<file path="src/rtl/dmem_arbiter.sv">
// dmem_arbiter: shares the single-port data memory between the CPU path (port 0) and a secondary master (port 1).
// Define DMEM_ARB_RR_EN for round-robin tie-breaking in IDLE; without it port 0 always wins ties.
//   state | meaning
//   IDLE  | no locked owner, plain arbitration
//   OWN0  | port 0 locked the grant last cycle
//   OWN1  | port 1 locked the grant last cycle
module dmem_arbiter #(
  parameter int dataW   = 32,
  parameter int addrW   = 16,
  parameter int MAXHOLD = 4
) (
  input  logic             sysCLK,
  input  logic             sysRST,
  input  logic             r0Req,
  input  logic             r0WE,
  input  logic             r0Lock,
  input  logic [addrW-1:0] r0Addr,
  input  logic [dataW-1:0] r0WData,
  input  logic             r1Req,
  input  logic             r1WE,
  input  logic             r1Lock,
  input  logic [addrW-1:0] r1Addr,
  input  logic [dataW-1:0] r1WData,
  output logic             r0Gnt,
  output logic             r1Gnt,
  output logic             r0RValid,
  output logic             r1RValid,
  output logic [dataW-1:0] r0RData,
  output logic [dataW-1:0] r1RData,
  output logic [addrW-1:0] memAddr,
  output logic [dataW-1:0] memDataW,
  output logic             memRW,
  input  logic [dataW-1:0] memDataR
);

  localparam int HW = $clog2(MAXHOLD + 1);
  localparam logic [HW-1:0] HOLD_MAX = HW'(MAXHOLD);
  localparam logic [HW-1:0] HOLD_ONE = HW'(1);

  localparam logic [1:0] IDLE = 2'd0;
  localparam logic [1:0] OWN0 = 2'd1;
  localparam logic [1:0] OWN1 = 2'd2;

  logic [1:0]    state, state_nxt;
  logic [HW-1:0] holdCnt, hold_nxt, hold_inc;
  logic          prio;
  logic          rdPend, rdPort;
  logic          win0, win1;
  logic          hold_full;

  assign hold_full = (holdCnt == HOLD_MAX);
  assign hold_inc  = hold_full ? HOLD_MAX : holdCnt + HOLD_ONE;

  // A locked owner keeps the port until the waiting side has seen MAXHOLD grants go by.
  always_comb begin
    win0 = 1'b0;
    win1 = 1'b0;
    if (state == OWN0 && r0Req) begin
      if (r1Req && hold_full) win1 = 1'b1;
      else                    win0 = 1'b1;
    end else if (state == OWN1 && r1Req) begin
      if (r0Req && hold_full) win0 = 1'b1;
      else                    win1 = 1'b1;
    end else if (r0Req && r1Req) begin
      win0 = ~prio;
      win1 = prio;
    end else begin
      win0 = r0Req;
      win1 = r1Req;
    end
    if (sysRST) begin
      win0 = 1'b0;
      win1 = 1'b0;
    end
  end

  // The grant that opens a locked burst counts toward the hold limit.
  always_comb begin
    state_nxt = IDLE;
    hold_nxt  = '0;
    if (win0 && r0Lock) begin
      state_nxt = OWN0;
      if (r1Req) hold_nxt = (state == OWN0) ? hold_inc : HOLD_ONE;
    end else if (win1 && r1Lock) begin
      state_nxt = OWN1;
      if (r0Req) hold_nxt = (state == OWN1) ? hold_inc : HOLD_ONE;
    end
  end

  always_ff @(posedge sysCLK or posedge sysRST) begin
    if (sysRST) begin
      state   <= IDLE;
      holdCnt <= '0;
      rdPend  <= 1'b0;
      rdPort  <= 1'b0;
    end else begin
      state   <= state_nxt;
      holdCnt <= hold_nxt;
      rdPend  <= (win0 & ~r0WE) | (win1 & ~r1WE);
      rdPort  <= win1;
    end
  end

`ifdef DMEM_ARB_RR_EN
  always_ff @(posedge sysCLK or posedge sysRST) begin
    if (sysRST)    prio <= 1'b0;
    else if (win0) prio <= 1'b1;
    else if (win1) prio <= 1'b0;
  end
`else
  assign prio = 1'b0;
`endif

  assign r0Gnt    = win0;
  assign r1Gnt    = win1;
  assign r0RValid = rdPend & ~rdPort & ~sysRST;
  assign r1RValid = rdPend &  rdPort & ~sysRST;
  assign r0RData  = r0RValid ? memDataR : '0;
  assign r1RData  = r1RValid ? memDataR : '0;

  assign memAddr  = win0 ? r0Addr  : (win1 ? r1Addr  : '0);
  assign memDataW = win0 ? r0WData : (win1 ? r1WData : '0);
  assign memRW    = (win0 & r0WE) | (win1 & r1WE);

endmodule
</file>
<file path="config.mk">
export PLATFORM = sky130hd
export DESIGN_NAME = dmem_arbiter
export DESIGN_NICKNAME = d
export VERILOG_FILES = /design/src/rtl/dmem_arbiter.sv
export SDC_FILE = /design/constraint.sdc
export NUM_CORES = 1
export LEC_CHECK = 0
export ABC_AREA = 0
export BUFFER_PORTS_ARGS = -buffer_cell sky130_fd_sc_hd__buf_2
export CAP_MARGIN = 30
export CORE_AREA = 2 2 99 101
export DETAILED_ROUTE_END_ITERATION = 8
export DIE_AREA = 0 0 101 103
export PLACE_DENSITY = 0.71
export SYNTH_ARGS = -nofsm -noshare
export SYNTH_HDL_FRONTEND = slang
export SYNTH_SLANG_ARGS = --single-unit
export TNS_END_PERCENT = 1
</file>
<file path="constraint.sdc">
create_clock -name sysCLK -period 2.1 [get_ports sysCLK]
set_input_delay 0.42 -clock sysCLK [delete_from_list [all_inputs] [get_ports sysCLK]]
set_output_delay 0.42 -clock sysCLK [all_outputs]
set_load 0.05 [all_outputs]
</file>
* Word-level counts from Yosys, hierarchy flattened
Cells that the tools add are included.
** Cells by class
- $add $sub $neg :: 1
- Eq/ne operators :: 3
- Muxes and demuxes :: 27
- Bitwise logic cells :: 14
- Reduce and logical (&&, ||, !) cells :: 7
** Operators by type and width (number)
- $mux 32 :: 4
- $mux 16 :: 2
- $mux 3 :: 7
- $mux 1 :: 12
- $and 1x1->1 :: 8
- $logic_and 1x1->1 :: 7
- $mux 2 :: 2
- $not 1->1 :: 4
- $add 3x1->3 const B :: 1
- $eq 3x3->1 const B :: 1
- $eq 2x1->1 const B :: 1
- $eq 2x2->1 const B :: 1
- $or 1x1->1 :: 2
** Word-level totals
- Register bits after elaboration :: 7
- Input port bits :: 136
- Output and inout port bits :: 117

* Depth between registers and ports, before layout
Gate-level depths: netlist (run 1).
- Word-level depth :: 9
- Mapped depth :: 7
- Gate-level depth less buffers :: 5

* Least setup slack after synthesis (run 1)
Ideal clock, no wire load.
- Kind :: register to output
- Start :: register holdCnt[0]
- End :: output port r1Gnt
- Data arrival time :: 1859 ps
- Required time :: 1680 ps
- Slack :: -179 ps
- Cell stages (with the launch flop) :: 7
- Buffers on the path :: 1
- Cell sequence :: dfrtp_1 > inv_1 > ha_1 > and2_1 > buf_2 > o211a_1 > nor2b_1
** On the way
- Longest elaborated chain between the ends :: 6
- Elaborated cells between the ends (all ways) :: 8
- Classes of those cells :: eq/ne: 1; mux: 5; reduce/logical: 2
** Ends and longest elaborated chain
- start, declared :: RTL line 45 : logic [HW-1:0] holdCnt, hold_nxt, hold_inc;
- start signal, assigned :: RTL line 98 : holdCnt <= hold_nxt;
- $eq 3x3->1 (*) :: RTL line 51 : assign hold_full = (holdCnt == HOLD_MAX);
- $logic_and 1x1->1 :: RTL line 62 : if (r0Req && hold_full) win0 = 1'b1;
- $mux 1 :: RTL line 62
- $mux 1 :: RTL line 61 : end else if (state == OWN1 && r1Req) begin
- $mux 1 (*) :: RTL line 58 : if (state == OWN0 && r0Req) begin
- $mux 1 (*) :: RTL line 71 : if (sysRST) begin
- end, declared :: RTL line 25 : output logic r1Gnt,
Mark *: on every way between the ends. The rest lies on a longest branch, timed or not.

* Final worst setup path (run 1)
- Start :: register holdCnt[1]
- End :: output port memDataW[22]
** On the way
- Longest elaborated chain between the ends :: 8
- Elaborated cells between the ends (all ways) :: 15
- Classes of those cells :: eq/ne: 1; mux: 12; reduce/logical: 2
** Ends and longest elaborated chain
- $eq 3x3->1 (*) :: RTL line 51
- $logic_and 1x1->1 :: RTL line 62
- $mux 1 :: RTL line 62
- $mux 1 :: RTL line 61
- $mux 1 :: RTL line 58
- $mux 1 :: RTL line 71
- $mux 32 :: RTL line 122 : assign memDataW = win0 ? r0WData : (win1 ? r1WData : '0);
- $mux 32 (*) :: RTL line 122
- end, declared :: RTL line 31 : output logic [dataW-1:0] memDataW,
Marked as above.

==> summary.md, run 1 <==
| Metric | Value |
|---|---|
| R2r setup slk | `520 ps` |
| Cts hold-fix bufs | `0` |
| # DRC | `0` |
| Skew final | `3.83 ps` |
| IO Pins | `roughly 250` |
| Critical path capture point type | `primary output` |
| Syn Area/Cell | `7.50 µm²` |
| Critical path required time | `between 1500 and 2000 ps` |
| IO buf count | `252` |
| Seq/Total Area, Yosys | `5.55%` |
| Top-count cell post-synth | `and2_1` |
| Pre-CTS WS | `-67.9 ps` |
| Worst Setup EP | `memDataW[22]` |
| Violated checks | `setup timing` |
| Fmax | `440 MHz` |
| Clock period minus worst slack | `~2300 ps` |
| Startpoint type of the worst setup path | `flop` |
| Area contributors post-synth | `o211ai_2, o2111ai_1, a32oi_1, and2_1, nor2b_1` |
| Final Setup Violations | `51` |
| Vias in the first global route | `4306` |
| Clk sinks | `7` |
| Gpl congestion | `0.859` |
| Total track usage | `24.5%` |
| DR vias/cell | `6.14` |
| Yosys Warn Count | `0` |
| Wire length on met1 | `5.70 mm` |
| Post-Syn Area | `0.00316 mm²` |
| Die width | `a little over 100 µm` |
| Post-synthesis async set-or-reset flop share | `100%` |
| Final WS setup | `-173 ps` |
| Reg-to-Reg End | `state[1]$_DFF_PP0_` |
| Final slew viol count | `0` |
| Post-synth top area share | `19.8%` |
| Final worst-path cycle share | `108%` |
| Detailed Routing Iterations Pass 1 | `5` |
| Row cnt | `36` |
| Hold Path Class | `input port to async pin` |
| Mux contribution to synthesized area | `0%` |
| Setup tns final | `-6320 ps` |
| Synth Area in Compound Gates | `50.3%` |
| CTS max path bufs | `2` |
| Sequential power share | `just under 9%` |
| RSZ-0062 raised after global routing | `yes` |
| Area grow syn2layout | `77.9%` |
| CP max FO | `7` |
| Yosys reg bits | `7` |
| Starting DRT DRC Count | `a little over 300` |
| Nets@finish | `793` |
| Post-Synth Adder-Cell Area | `0.792%` |
| CP Class | `flop to primary output` |
| Slew headroom | `around 71%` |
| Largest net degree at the start of global routing | `51` |
| Top_reg_cell synth | `dfrtp_1` |
| Reg-to-reg critical path startpoint | `holdCnt[1]$_DFF_PP0_` |
| Final hold viol count | `0` |
| Top Metal Used | `met4` |
| Post-synthesis simple-gate area fraction | `32.7%` |
| Synth Instances | `421` |
| Largest family of logic cells by synthesized area | `compound AO/OA/AOI/OAI gates` |
| Met2 Routed Length | `roughly 7.8 mm` |
| Total Wirelength | `15.2 mm` |
| Inserted Clock Buffers | `3` |
| Worst skew pair latency | `between 200 and 250 ps` |
| PD cells | `288 mW/mm²` |
| Status | `finished with violations` |
| Initial antenna violation count | `0` |
| Library cells used by synthesis | `29` |
| Placed cell areas | `0.00475 mm²` |
| Diodes inserted | `0` |
| Core area | `approximately 0.0095 mm²` |
| Clock Pin Slew Worst Setup and Hold Paths | `approximately 40 ps` |
| Slew @ Worst Pin | `433 ps` |
| CTS tree | `yes` |
| FF-to-FF path depth | `7` |
| Post-Synth XOR/XNOR Area | `0%` |
| WL/cell | `19.7 µm` |
| EDFF count, synth | `0` |
| Clock network fraction of design power | `about an eighth` |
| Root buffer cell | `clkbuf_8` |
| Sw Share | `roughly 53%` |
| Final HPWL DP | `approximately 10 mm` |
| Initial core utilization | `between 30% and 40%` |
| Vias post-DR | `approximately 4700` |
| Int Pwr | `0.000762 W` |
| First-pass GRT wire length | `about 21 mm` |
| Leakage | `~2.6 nW` |
| Total grt overflow | `0` |
| Crit path arrival time | `1850 ps` |
| VDD IR max | `between 0.1 and 0.15 mV` |
| Met3 WL | `1.11 mm` |
| Layout cell share with drive strength beyond 1 | `about 60%` |
| Dominant cell type by area after synthesis | `o211ai_2` |
| Combinational Power Share | `about four fifths` |
| Die span in y | `103 µm` |
| Worst Setup SP | `holdCnt[1]$_DFF_PP0_` |
| # H-tree levels | `1` |
| Syn nets | `559` |
| Die area | `~0.010 mm²` |
| Final instance area | `approximately 0.0056 mm²` |
| Most frequent cells after synthesis | `and2_1, nor2b_1, o2111ai_1` |
| Net Sw Power | `0.000854 W` |
| Post-DRT Antenna Nets | `0` |
| Max_cap viols | `0` |
## layer usage
layer / vias up / global-route usage (%)
li1: 2108 / -
met4: 0 / 10.8
met2: 314 / 45.9
met3: 47 / 3.53
met1: 2249 / 27.5
met5: - / 0
## power by group through the flow
stage / registers (W) / logic, W / clock network [W]
3_5_place_dp: 0.000144 / 0.00109 / 0
3_3_place_gp: 0.000144 / 0.00107 / 0
6_report: 0.000143 / 0.00128 / 0.000194
2_1_floorplan: 0.000144 / 0.000721 / 0
4_1_cts: 0.000143 / 0.00122 / 0.000200
5_1_grt: 0.000143 / 0.00134 / 0.000206
## critical path: stages (launching register included)
cell	delay, ps
dfrtp_1	390
inv_2	70
ha_4	140
nand4b_1	110
buf_4	180
buf_6	140
clkbuf_16	170
o2111ai_1	120
o211ai_2	130
buf_6	170
## what timing repair did
action                                  in CTS  in global routing
cloned                                       1                  9
buffers inserted                             1                  1
pin swaps                                   32                 28
endpoints found under the setup margin      51                 51
resized for setup                          115                 33
## area by class of cell
type / count / area [µm²]
fillers: 818 / 3840
multi-input cells: 347 / 2950
repair buffers: 291 / 2290
flip-flops and latches: 7 / 175
well taps: 114 / 143
clock buffers: 4 / 45.0
inverters: 5 / 18.8
## registers in the layout, indices dropped and copies added, names as in the netlist
signal	count
rdPort	1
rdPend	1
state	2
holdCnt	3
## cells by family (layout without fill, tap and decap cells)
| kind of cell | after synthesis | in the layout |
|---|---|---|
| AND/OR/NAND/NOR | 183 | 183 |
| AO/OA/AOI/OAI | 161 | 162 |
| buffers and inverters | 68 | 300 |
| flip-flops | 7 | 7 |
| adder cells (fa/ha/maj) | 2 | 2 |
## metrics by stage
step | cells | util, % | power, W | hold WS [ps]
after global placement | 752 | 50.3 | 0.00122 | 611
after detailed placement | 752 | 50.3 | 0.00123 | 619
after global routing | 768 | 59.4 | 0.00169 | 380
final | 768 | 59.4 | 0.00162 | 364
after CTS | 758 | 55.1 | 0.00156 | 366
after floorplan | 421 | - | 0.000865 | 506
## cells in the final DEF, fill, tap and decap left out, types with 12 or more instances in the layout
cell type and count:
buf_2 196, and2_1 64, buf_6 54, nand2_1 51
nor2b_1 50, a32oi_1 50, o211ai_2 42, o2111ai_1 27
o2111ai_2 24, buf_12 20, buf_4 12
## worst min path at each step
stage	slack [ps]	startpoint	to
after floorplan	510	r1Req	state[0]$_DFF_PP0_
after global placement	610	sysRST	rdPend$_DFF_PP0_
after detailed placement	620	sysRST	rdPend$_DFF_PP0_
after CTS	370	sysRST	holdCnt[2]$_DFF_PP0_
after global routing	380	sysRST	state[0]$_DFF_PP0_
final	360	sysRST	rdPend$_DFF_PP0_
Note: power is estimated with default switching activity, not from simulation.
==> inputs of run 2 (changes only) <==
==> constraint.sdc (replaced) <==
create_clock -name sysCLK -period 2.1 [get_ports sysCLK]
set_input_delay 0.21 -clock sysCLK [delete_from_list [all_inputs] [get_ports sysCLK]]
set_output_delay 0.21 -clock sysCLK [all_outputs]
set_load 0.05 [all_outputs]
==> run 2 against run 1 <==
  * Non-clock buffer count is 5 lower
  * Total power is 6.8% lower
  * Global-route usage shrank 0.71 points
  * The flow now finishes without violations
  * Final area is 11% lower
  * Sequential power hardly changed
  * Highest routed layer unchanged
  * Register-to-register slack about the same
  * Core utilization fell by 6.7 points
  * Flip-flop and latch count stayed put
==> summary.md, run 2 (synthesis results as in run 1) <==
| Metric | Value |
|---|---|
| Critical path required time | `1890 ps` |
| Nets@finish | `788` |
| Status | `finished clean` |
| Most common cell after layout, fill and taps aside | `buf_2` |
| CTS max path bufs | `2` |
| Most frequent cells in the layout | `buf_2, and2_1, o2111ai_1` |
| IO Pins | `253` |
| M1 GR Usage | `25.9%` |
| Die width | `101 µm` |
| Inserted Clock Buffers | `3` |
| Busiest grt layer | `met2` |
| Diodes inserted | `0` |
| Root buffer cell | `clkbuf_8` |
| Startpoint type of the worst setup path | `flop` |
| Worst skew pair latency | `230 ps` |
| Initial antenna violation count | `0` |
| Final WS setup | `roughly 11 ps` |
| Post-DRT Antenna Nets | `0` |
| Skew final | `1.74 ps` |
| Worst Setup SP | `holdCnt[1]$_DFF_PP0_` |
| Initial core utilization | `33.4%` |
| Area grow syn2layout | `57.8%` |
| Total track usage | `23.8%` |
| Largest regs | `holdCnt: 3 flops, state: 2 flops` |
| Crit path arrival time | `1880 ps` |
| Critical path capture point type | `primary output` |
| Die span in y | `103 µm` |
| Total Wirelength | `13.7 mm` |
| Fmax | `479 MHz` |
| Leakage | `2.38 nW` |
| VDD IR max | `0.135 mV` |
| Hold Crit Start | `r0Lock` |
| First-pass GRT wire length | `20.5 mm` |
| Core area | `between 0.009 and 0.01 mm²` |
| Final slew viol count | `0` |
| Largest net degree at the start of global routing | `36` |
| Layout cell share with drive strength beyond 1 | `54.4%` |
| CP Class | `flop to primary output` |
| Detailed Routing Iterations Pass 1 | `6` |
| # DRC | `0` |
| Vias post-DR | `roughly 4600` |
| Total grt overflow | `0` |
| Gpl congestion | `0.880` |
| Hold Path Class | `input port to flop` |
| Number of flip-flops in the largest register | `3` |
| IO buf count | `252` |
| DR vias/cell | `5.99` |
| Clock Pin Slew Worst Setup and Hold Paths | `40 ps` |
| Final Setup Violations | `0` |
| Slew @ Worst Pin | `388 ps` |
| Clock period minus worst slack | `2090 ps` |
| Cts hold-fix bufs | `0` |
| # H-tree levels | `1` |
| Met3 Usage GRT | `between 2 and 2.5%` |
| CP max FO | `7` |
| Final Util | `52.7%` |
| Fillers | `879` |
| Max_cap viols | `0` |
| Clk sinks | `7` |
| GR Util met2 | `46.5%` |
| Vias in the first global route | `4304` |
| CTS tree | `yes` |
| RSZ-0062 raised after global routing | `yes` |
| Final worst-path cycle share | `slightly below 100%` |
| Row cnt | `36` |
| Final HPWL DP | `9.89 mm` |
| Final hold viol count | `0` |
| Slew headroom | `74.1%` |
| WL/cell | `18.0 µm` |
| Reg-to-reg critical path startpoint | `holdCnt[1]$_DFF_PP0_` |
| Top reg by flops | `holdCnt` |
| Starting DRT DRC Count | `274` |
| Die area | `roughly 0.010 mm²` |
| PD cells | `~300 mW/mm²` |
| Pre-CTS WS | `69.5 ps` |
run 2: changes by cell type in the layout (fill, tap and decap cells not counted), moves of 12 or more:
cell	previous run	this run
buf_4	12	46
o2111ai_1	27	52
o2111ai_2	24	0
buf_12	20	8
buf_6	54	30
run 2: final timing paths:
| check | to | cells after the start | slack (ps) |
|---|---|---|---|
| max in group asynchronous | rdPend$_DFF_PP0_ | 4 | 1290 |
| max | memDataW[28] | 8 | 10 |
| max reg2reg | holdCnt[0]$_DFF_PP0_ | 7 | 510 |
| min in group asynchronous | holdCnt[1]$_DFF_PP0_ | 3 | 450 |
| min reg2reg | holdCnt[2]$_DFF_PP0_ | 2 | 680 |
| min | state[0]$_DFF_PP0_ | 3 | 230 |
run 2: per-stage QoR:
| step | std cells | setup TNS (ps) | instance area, µm² | hold slack [ps] | power (W) |
|---|---|---|---|---|---|
| after global placement | 747 | 0 | 4560 | 461 | 0.00119 |
| after CTS | 760 | 0 | 4890 | 225 | 0.00148 |
| after global routing | 763 | -437 | 4980 | 248 | 0.00158 |
| final | 763 | 0 | 4980 | 227 | 0.00151 |
| after detailed placement | 747 | 0 | 4560 | 465 | 0.00120 |
| after floorplan | 421 | 0 | 3160 | 296 | 0.000864 |
run 2: area by class of cell:
| cell class | instances | area, µm² | share of cell area (%) |
|---|---|---|---|
| sequential | 7 | 175 | 3.51 |
| multi-input combinational | 347 | 2720 | 54.6 |
| clock buffer | 4 | 45.0 | 0.904 |
| timing repair buffer | 286 | 1880 | 37.7 |
| tap | 114 | 143 | 2.86 |
| inverter | 5 | 18.8 | 0.377 |
run 2: power breakdown:
| part | internal [W] | leakage (nW) | switching, W |
|---|---|---|---|
| clock network | 0.000132 | 0.0228 | 0.0000652 |
| registers | 0.000140 | 0.0951 | 0.00000358 |
| logic | 0.000419 | 2.27 | 0.000746 |
run 2: worst max-delay path, cell delays in order (launching register included):
cell      delay, ps
dfrtp_1         370
inv_2            50
ha_4            160
and2_4          160
o21a_4          280
buf_6           130
buf_4           120
o211ai_2        170
buf_6           180
run 2: metal layers:
metal,share of wire (%),vias to the layer above
li1,-,2097
met1,36,2150
met2,54,279
met3,6.8,42
met4,3.2,0
met5,0,-
run 2: repair_timing:
action / CTS / global route
resized for setup: 70 / 20
buffers inserted: 7 / 3
cloned: 2 / 0
pin swaps: 3 / 4
endpoints found under the setup margin: 51 / 51
==> inputs of run 3 (changes only) <==
- BUFFER_PORTS_ARGS: -buffer_cell sky130_fd_sc_hd__buf_2 -> default
- CORE_AREA: 2 2 99 101 -> 2 2 98 100
- DIE_AREA: 0 0 101 103 -> 0 0 100 102
- DONT_BUFFER_PORTS: default -> 1
- PLACE_DENSITY: 0.71 -> default
==> run 3 against run 2 <==
  * The flow now finishes with violations (setup timing)
  * Worst setup slack worse by 59 ps
  * Maximum frequency is 2.7% lower
  * Clock power hardly changed
  * Flip-flop and latch count stayed put
  * Register-to-register slack hardly changed
  * Largest power group unchanged
  * Highest routed layer unchanged
==> summary.md, run 3 (synthesis results as in run 1) <==
| Metric | Value |
|---|---|
| Vias in the first global route | `3873` |
| Total Wirelength | `around 14 mm` |
| # H-tree levels | `1` |
| DR vias/cell | `a little under 7` |
| Combinational Power Share | `75.1%` |
| Startpoint type of the worst setup path | `flop` |
| IO Pins | `253` |
| Final slew viol count | `0` |
| Setup tns final | `-447 ps` |
| Root buffer cell | `clkbuf_8` |
| Int Pwr | `0.000630 W` |
| Clk sinks | `7` |
| Critical-path cell list | `inv_2, ha_4, nand4b_1, buf_4, clkbuf_16, o2111ai_1, o211ai_2, buf_4` |
| Vias post-DR | `4115` |
| Largest regs | `holdCnt: 3 flops, state: 2 flops` |
| Slew headroom | `68.9%` |
| Max_cap viols | `0` |
| Final Setup Violations | `27` |
| Most frequent cells in the layout | `and2_1, buf_4, nand2_1` |
| CP Class | `flop to primary output` |
| Hold Path Class | `input port to flop` |
| VDD IR max | `roughly 0.16 mV` |
| Core area | `0.00911 mm²` |
| Die span in y | `102 µm` |
| Post-DRT Antenna Nets | `0` |
| Top reg by flops | `holdCnt` |
| Register area | `175 µm²` |
| Detailed Routing Iterations Pass 1 | `5` |
| Sw Share | `between 50% and 60%` |
| Critical path's largest stage delay | `400 ps` |
| First-pass GRT wire length | `20.1 mm` |
| Layout cell share with drive strength beyond 1 | `around two fifths` |
| Pre-CTS WS | `50.5 ps` |
| Most common cell after layout, fill and taps aside | `and2_1` |
| Skew final | `1.22 ps` |
| IO buf count | `0` |
| Slowest-stage cell, CP | `dfrtp_1` |
| Starting DRT DRC Count | `319` |
| Final instance area | `0.00482 mm²` |
| Largest net degree at the start of global routing | `between 50 and 60` |
| Fillers | `between 700 and 800` |
| Number of flip-flops in the largest register | `3` |
| Final worst-path cycle share | `102%` |
| Critical path required time | `roughly 1900 ps` |
| Row cnt | `35` |
| Clock Pin Slew Worst Setup and Hold Paths | `40 ps` |
| Initial antenna violation count | `0` |
| Violated checks | `setup timing` |
| Leakage | `1.89 nW` |
| Die area | `0.0102 mm²` |
| Worst skew pair latency | `~230 ps` |
| Critical path's top delay family | `buffers and inverters` |
| Cts hold-fix bufs | `0` |
| Clock period minus worst slack | `2150 ps` |
| Critical path capture point type | `primary output` |
| Critical Path Most Common Cell | `buf_4` |
| Nets@finish | `638` |
| Final hold viol count | `0` |
| Inserted Clock Buffers | `3` |
| Diodes inserted | `0` |
| Area grow syn2layout | `52.7%` |
| CP max FO | `18` |
| Placed cell areas | `0.00449 mm²` |
| Sequential power share | `a little over a tenth` |
| Gpl congestion | `0.844` |
| Worst Hold Depth | `1` |
| RSZ-0062 raised after global routing | `yes` |
| Total grt overflow | `0` |
| # DRC | `0` |
| Final WS setup | `-47.9 ps` |
| Final HPWL DP | `9.82 mm` |
| Reg-to-reg critical path startpoint | `holdCnt[1]$_DFF_PP0_` |
| Status | `finished with violations` |
| Fmax | `466 MHz` |
| WL/cell | `22.9 µm` |
| Crit path buf inv count | `4` |
| Multi-input logic area | `0.00273 mm²` |
| Cell count after placement | `601` |
| Total track usage | `24.4%` |
| CTS tree | `yes` |
| Crit path arrival time | `1940 ps` |
| Die width | `100 µm` |
| Tot Pwr | `0.00136 W` |
| Final non-filler cell total | `610` |
| Net Sw Power | `0.000732 W` |
| PD cells | `283 mW/mm²` |
| Initial core utilization | `around a third` |
| Reg-to-Reg End | `state[0]$_DFF_PP0_` |
| Slew @ Worst Pin | `around 460 ps` |
| Hold Crit Start | `r1Req` |
| Hold Path End | `state[0]$_DFF_PP0_` |
| CTS max path bufs | `2` |
| R2r setup slk | `510 ps` |
| Clock network fraction of design power | `about 14%` |
| FF-to-FF path depth | `7` |
run 3: how the worst max path moves through the flow:
| stage | startpoint | end | slack (ps) | depth (start not counted) |
|---|---|---|---|---|
| global placement | holdCnt[0]$_DFF_PP0_ | memAddr[10] | 90 | 7 |
| global route | holdCnt[0]$_DFF_PP0_ | memDataW[13] | -130 | 8 |
| detailed placement | holdCnt[0]$_DFF_PP0_ | memAddr[10] | 50 | 7 |
| finish | holdCnt[1]$_DFF_PP0_ | memDataW[17] | -50 | 8 |
| CTS | holdCnt[1]$_DFF_PP0_ | memRW | -4 | 8 |
| floorplan | holdCnt[0]$_DFF_PP0_ | r1Gnt | 30 | 6 |
run 3: power by group through the flow:
| stage | Combinational (W) | Sequential, W | Clock, W |
|---|---|---|---|
| after floorplan | 0.000720 | 0.000144 | 0 |
| after global placement | 0.000933 | 0.000145 | 0 |
| after detailed placement | 0.000950 | 0.000146 | 0 |
| after CTS | 0.00100 | 0.000144 | 0.000194 |
| after global routing | 0.00107 | 0.000145 | 0.000202 |
| final | 0.00102 | 0.000144 | 0.000196 |
run 3: per-layer routing:
metal  global-route usage, %  vias to the layer above  wire [µm]
li1                        -                     1795          -
met1                    26.3                     1964       4740
met2                    46.9                      307       7260
met3                    4.51                       49       1420
met4                    9.69                        0        538
met5                       0                        -          0
run 3: what timing repair did:
action,4_1_cts,5_1_grt
buffers inserted,4,0
gates cloned,1,1
resized for setup,37,18
pin swaps,3,17
endpoints found under the setup margin,51,51
run 3: cell type report:
type                       instances  share of cell area, %
clock inverter                     1                  0.104
multi-input combinational        346                   56.7
sequential                         7                   3.63
inverter                           5                  0.389
tap                              111                   2.88
timing repair buffer             137                   35.5
clock buffer                       3                  0.856
run 3: stage by stage:
step           hold slack (ps)  utilization [%]
2_1_floorplan              296                -
3_3_place_gp               304             49.2
3_5_place_dp               301             49.2
4_1_cts                   61.8             52.0
5_1_grt                   73.9             53.0
6_report                  62.2             53.0
run 3: worst reg2reg max path, delay by kind of cell, from the launching register on:
family | cells | cell delay [ps]
AO/OA/AOI/OAI | 2 | 340
flip-flops | 1 | 370
buffers and inverters | 3 | 420
AND/OR/NAND/NOR | 1 | 180
adder cells (fa/ha/maj) | 1 | 170
